### src/rtl/if_fetch_queue.sv
// if_fetch_queue
// Instruction-fetch stage for the RV32I pipeline. It contains the PC generator,
// a synchronous instruction-memory request port and a DEPTH-entry circular
// {PC, instruction} prefetch queue that the decode stage drains through a
// valid/stall handshake. A MEM-stage redirect flushes the queue and discards
// any fetch that is still in flight.
//
// Optional feature: define IF_QUEUE_BYPASS_EN to forward a response straight
// to the ID outputs when the queue is empty. This cuts fetch-to-ID latency
// from 2 cycles to 1. With the macro undefined, the ID outputs always come
// from the queue head.
//
// Ports
//   Clk_100MHz          in   clock
//   Reset_n             in   synchronous active-low reset
//   MEM_PC_source_sel   in   redirect request (1 = take MEM_PC_branch_dest)
//   MEM_PC_branch_dest  in   redirect target, word aligned internally
//   ID_PC_stall         in   decode not accepting this cycle
//   Imem_rd_en          out  fetch request this cycle
//   Imem_addr           out  fetch address (the PC register)
//   Imem_rd_data        in   instruction, valid 1 cycle after a request
//   ID_valid            out  queue head (or bypassed response) valid
//   ID_PC               out  PC of the head instruction
//   ID_Instruction      out  head instruction
//   ID_occupancy        out  number of queued entries
module if_fetch_queue #(
   parameter int unsigned      XLEN     = 32,
   parameter int unsigned      DEPTH    = 4,
   parameter logic [XLEN-1:0]  RESET_PC = '0,
   parameter int unsigned      PC_STEP  = 4
) (
   input  logic                         Clk_100MHz,
   input  logic                         Reset_n,
   input  logic                         MEM_PC_source_sel,
   input  logic [XLEN-1:0]              MEM_PC_branch_dest,
   input  logic                         ID_PC_stall,
   output logic                         Imem_rd_en,
   output logic [XLEN-1:0]              Imem_addr,
   input  logic [31:0]                  Imem_rd_data,
   output logic                         ID_valid,
   output logic [XLEN-1:0]              ID_PC,
   output logic [31:0]                  ID_Instruction,
   output logic [$clog2(DEPTH+1)-1:0]   ID_occupancy
);

   localparam int unsigned     CW       = $clog2(DEPTH+1);
   localparam int unsigned     PW       = (DEPTH > 1) ? $clog2(DEPTH) : 1;
   localparam logic [PW-1:0]   LAST_PTR = PW'(DEPTH-1);
   localparam logic [CW-1:0]   FULL_CNT = CW'(DEPTH);

   logic [XLEN-1:0]  pc_q;
   logic [XLEN-1:0]  req_pc_q;
   logic             inflight_q;
   logic [CW-1:0]    count_q;
   logic [PW-1:0]    rd_ptr_q;
   logic [PW-1:0]    wr_ptr_q;
   logic [XLEN-1:0]  q_pc    [DEPTH];
   logic [31:0]      q_instr [DEPTH];

   logic             redirect;
   logic             resp_ok;
   logic             head_valid;
   logic             bypass;
   logic             pop;
   logic             q_pop;
   logic             q_push;
   logic [CW:0]      demand;

   // Redirect targets are word aligned; the two low bits are dropped.
   logic             unused_dest_lsb;
   assign unused_dest_lsb = ^MEM_PC_branch_dest[1:0];

   function automatic logic [PW-1:0] next_ptr(input logic [PW-1:0] p);
      return (p == LAST_PTR) ? '0 : p + PW'(1);
   endfunction

   assign redirect   = MEM_PC_source_sel;
   assign resp_ok    = inflight_q & ~redirect;
   assign head_valid = (count_q != '0);

`ifdef IF_QUEUE_BYPASS_EN
   assign bypass = resp_ok & ~head_valid;
`else
   assign bypass = 1'b0;
`endif

   always_comb begin
      ID_valid       = head_valid | bypass;
      ID_PC          = '0;
      ID_Instruction = '0;
      if (head_valid) begin
         ID_PC          = q_pc[rd_ptr_q];
         ID_Instruction = q_instr[rd_ptr_q];
      end else if (bypass) begin
         ID_PC          = req_pc_q;
         ID_Instruction = Imem_rd_data;
      end
   end

   assign pop    = ID_valid & ~ID_PC_stall;
   assign q_pop  = pop & head_valid;
   // A bypassed response that decode takes this cycle never enters the queue.
   assign q_push = resp_ok & ~(bypass & pop);

   // Entries held plus the one that may still arrive, less the one leaving now.
   // Keeping this below DEPTH guarantees room for every response.
   assign demand     = {1'b0, count_q} + (CW+1)'(inflight_q) - (CW+1)'(pop);
   assign Imem_rd_en = Reset_n & ~redirect & (demand < (CW+1)'(DEPTH));
   assign Imem_addr  = pc_q;
   assign ID_occupancy = count_q;

   always_ff @(posedge Clk_100MHz) begin
      if (!Reset_n) begin
         pc_q       <= RESET_PC;
         req_pc_q   <= '0;
         inflight_q <= 1'b0;
         count_q    <= '0;
         rd_ptr_q   <= '0;
         wr_ptr_q   <= '0;
      end else begin
         inflight_q <= Imem_rd_en;
         if (Imem_rd_en) begin
            pc_q     <= pc_q + XLEN'(PC_STEP);
            req_pc_q <= pc_q;
         end
         if (redirect) begin
            pc_q     <= {MEM_PC_branch_dest[XLEN-1:2], 2'b00};
            count_q  <= '0;
            rd_ptr_q <= '0;
            wr_ptr_q <= '0;
         end else begin
            if (q_push) wr_ptr_q <= next_ptr(wr_ptr_q);
            if (q_pop)  rd_ptr_q <= next_ptr(rd_ptr_q);
            case ({q_push, q_pop})
               2'b10:   count_q <= count_q + CW'(1);
               2'b01:   count_q <= count_q - CW'(1);
               default: count_q <= count_q;
            endcase
         end
      end
   end

   always_ff @(posedge Clk_100MHz) begin
      if (Reset_n && q_push) begin
         q_pc[wr_ptr_q]    <= req_pc_q;
         q_instr[wr_ptr_q] <= Imem_rd_data;
      end
   end

   overflow_chk: assert property (@(posedge Clk_100MHz) disable iff (!Reset_n)
      !(q_push && !q_pop && (count_q == FULL_CNT)));

endmodule
### config.mk
export PLATFORM = sky130hd
export DESIGN_NAME = if_fetch_queue
export DESIGN_NICKNAME = d
export VERILOG_FILES = /design/src/rtl/if_fetch_queue.sv
export SDC_FILE = /design/constraint.sdc
export NUM_CORES = 1
export LEC_CHECK = 0
export BUFFER_PORTS_ARGS = -buffer_cell sky130_fd_sc_hd__buf_2
export CORE_ASPECT_RATIO = 1.25
export CORE_UTILIZATION = 45
export CTS_CLUSTER_DIAMETER = 200
export DETAILED_ROUTE_END_ITERATION = 8
export GPL_ROUTABILITY_DRIVEN = 0
export PLACE_DENSITY = 0.69
export SLEW_MARGIN = 15
export SYNTH_ARGS = -nofsm -noshare
export SYNTH_HDL_FRONTEND = slang
export SYNTH_SLANG_ARGS = --single-unit
### constraint.sdc
create_clock -name Clk_100MHz -period 10.3 [get_ports Clk_100MHz]
set_input_delay 0.515 -clock Clk_100MHz [delete_from_list [all_inputs] [get_ports Clk_100MHz]]
set_output_delay 0.515 -clock Clk_100MHz [all_outputs]
set_load 0.02 [all_outputs]
==> results.toml <==
[run_status]
outcome = "finished, final reports clean"

[sta]
finClkSkew_ps = 9.04
fin_crit_ps = 4520
finalSetupTns_ps = 0
fmax_mhz = 221
setup_viol = 0
tightest_slew_ps = 1020
slew_violations = 0
grt_setup_unrepaired = "no"
relSlewSlack = 0.318
min_period_over_period = 0.438
hold_viol_final = 0

[global_routing]
grt_max_degree = 66
overflow = 0
grt_pass1_wl_mm = 40.1
grt_pass1_vias = 7243
grt_usage = 0.175
grt_antenna_before_repair = 0

[power]
p_leak_nw = 5.05
ir_drop_uv = 109
power_mw = 2.62
power.density_mw_per_mm2 = 175

[floorplanning]
initial_core_util = 0.462
die_height_um = 191
die-area_mm2 = 0.0293
rows = 68
num_io_pins = 169
fp.coreArea_mm2 = 0.0279
die_x_um = 153

[clocking]
cts_tree = "done"
clock_path_buffers = 3
post-cts-setup-buffer-count = 0
numCtsBuffers = 30
hold_buffers = 0
htreeDepth = 1
postCtsResizedCells = 0
clk_pin_slew_ps = 60
cts_root_buffer = "clkbuf_16"
clkSinkCount = 318
clock_latency_ps = 540

[finish]
diodes = 0
drive_gt1_frac = 0.298
fin_nets = 1026
mostFrequentLayoutCell = "edfxtp_1"
areaGrowthSynthToFinish_pct = 16.0
final_cell_mix = "248 x edfxtp_1, 162 x buf_2, 93 x nor2b_1"

[logic_synthesis]
syn_inst = 802
synth_area_per_cell_um2 = 16.1
yosysWarnings = 0
ys_seq_area_frac = 0.686
synth_top_flop_cell = "edfxtp_1"
synth-seq-cells = 318
netlist_area_mm2 = 0.0129
synth.distinct_cells = 43
synth-edff-count = 248
synthArstFlopShare = 0

[worst_hold_path]
hold_class = "input pin to flip-flop"

[worst_setup_path]
crit_path_start_kind = "flip-flop"
worstPathArrival_ps = 4000
crit_required_ps = 9790
critPathMaxFanout = 21
worstSetupPathType = "flip-flop to output pin"
worstSetupEndpointType = "output pin"

[place]
place_hpwl_mm = 14.8
port-buffer-count = 162

[run]
maxCapViolCount = 0

[detailed_routing]
drc = 0
ant_nets = 0
drt_iter0_markers = 321
wl_per_cell_um = 19.4
vias = 7200
dr.pass1.iters = 4
via_per_inst = 5.45
postRouteWirelength_mm = 25.7
==> synth_stat cells (9+ instances only) <==
cell	number	share of area
a211oi_1	11	0.0064
a21oi_1	13	0.0050
a31oi_1	14	0.0068
and3_1	9	0.0044
and4_1	14	0.0095
clkbuf_1	39	0.011
dfxtp_1	70	0.11
edfxtp_1	248	0.58
ha_1	10	0.0097
inv_1	12	0.0035
mux2i_1	33	0.026
mux4_2	62	0.11
nand2_1	14	0.0041
nand3_1	19	0.0074
nand4_1	11	0.0053
nor2_1	21	0.0061
nor2b_1	93	0.045
nor3_1	18	0.0070
o21ai_0	31	0.012
==> per-stage QoR <==
step | worst slack [ps] | hold WS [ps] | util | cell area [um^2] | std cells
after global placement | 6180 | 479 | 0.501 | 14000 | 1265
final | 5780 | 181 | 0.536 | 15000 | 1321
after detailed placement | 6180 | 490 | 0.501 | 14000 | 1265
after CTS | 5740 | 159 | 0.536 | 15000 | 1321
after global routing | 5530 | 167 | 0.536 | 15000 | 1321
after floorplan | 6910 | 459 | - | 12900 | 805
==> kinds of logic (layout without fill, tap and decap cells) <==
kind of cell	count (synthesis)	after routing	share of synthesized area
XOR/XNOR	9	9	0.00611
other	1	4	0.000291
multiplexers	97	97	0.136
AND/OR/NAND/NOR	217	217	0.0991
AO/OA/AOI/OAI	80	80	0.0382
flip-flops	318	318	0.686
adder cells (fa/ha/maj)	11	11	0.0113
buffers and inverters	69	235	0.0234
==> power by group <==
| part | switching [mW] | internal, mW |
|---|---|---|
| combinational | 0.0679 | 0.0451 |
| sequential | 0.0240 | 1.40 |
| clock | 0.456 | 0.630 |
==> path summary, 6_finish.rpt <==
path / endpoint / slack (ps) / startpoint / depth (start not counted)
worst max-delay path: Imem_rd_en / 5780 / ID_occupancy[0] / 10
worst min-delay path: q_instr[1][28] / 180 / Imem_rd_data[28] / 1
worst max register to register: req_pc_q[17] / 6690 / ID_occupancy[0] / 11
worst min register to register: flip-flop / 500 / rd_ptr_q[1] / 2
==> flip-flops by register name, summed over array words and instances, names as in the netlist, named ones only <==
register	cells
Imem_addr	30
q_instr	128
ID_occupancy	3
rd_ptr_q	2
req_pc_q	30
wr_ptr_q	2
q_pc	120
inflight_q	1
==> per-layer routing <==
layer  wire length [um]  global-route usage  vias to the layer above
met4                385              0.0415                        0
li1                   -                   -                     3401
met1              11300               0.234                     3557
met2              12700               0.303                      211
met5                  0                   0                        -
met3               1270              0.0249                       31
==> critical path: stages (launching register included) <==
cell and delay [ps]:
dfxtp_1 430, nor3_2 80, nor2_1 260, ha_1 200, inv_1 40, ha_1 250
and3b_1 180, or4b_1 760, a31oi_4 550, buf_4 440, buf_2 240
==> final cells by class <==
class,count,area (um^2)
Clock buffer,43,861
Fill cell,2298,12900
Tap cell,350,438
Sequential cell,318,8860
Clock inverter,13,119
Inverter,12,45.0
Timing Repair Buffer,167,848
Multi-Input combinational cell,418,3800
Note: power is estimated with default switching activity, not from simulation.
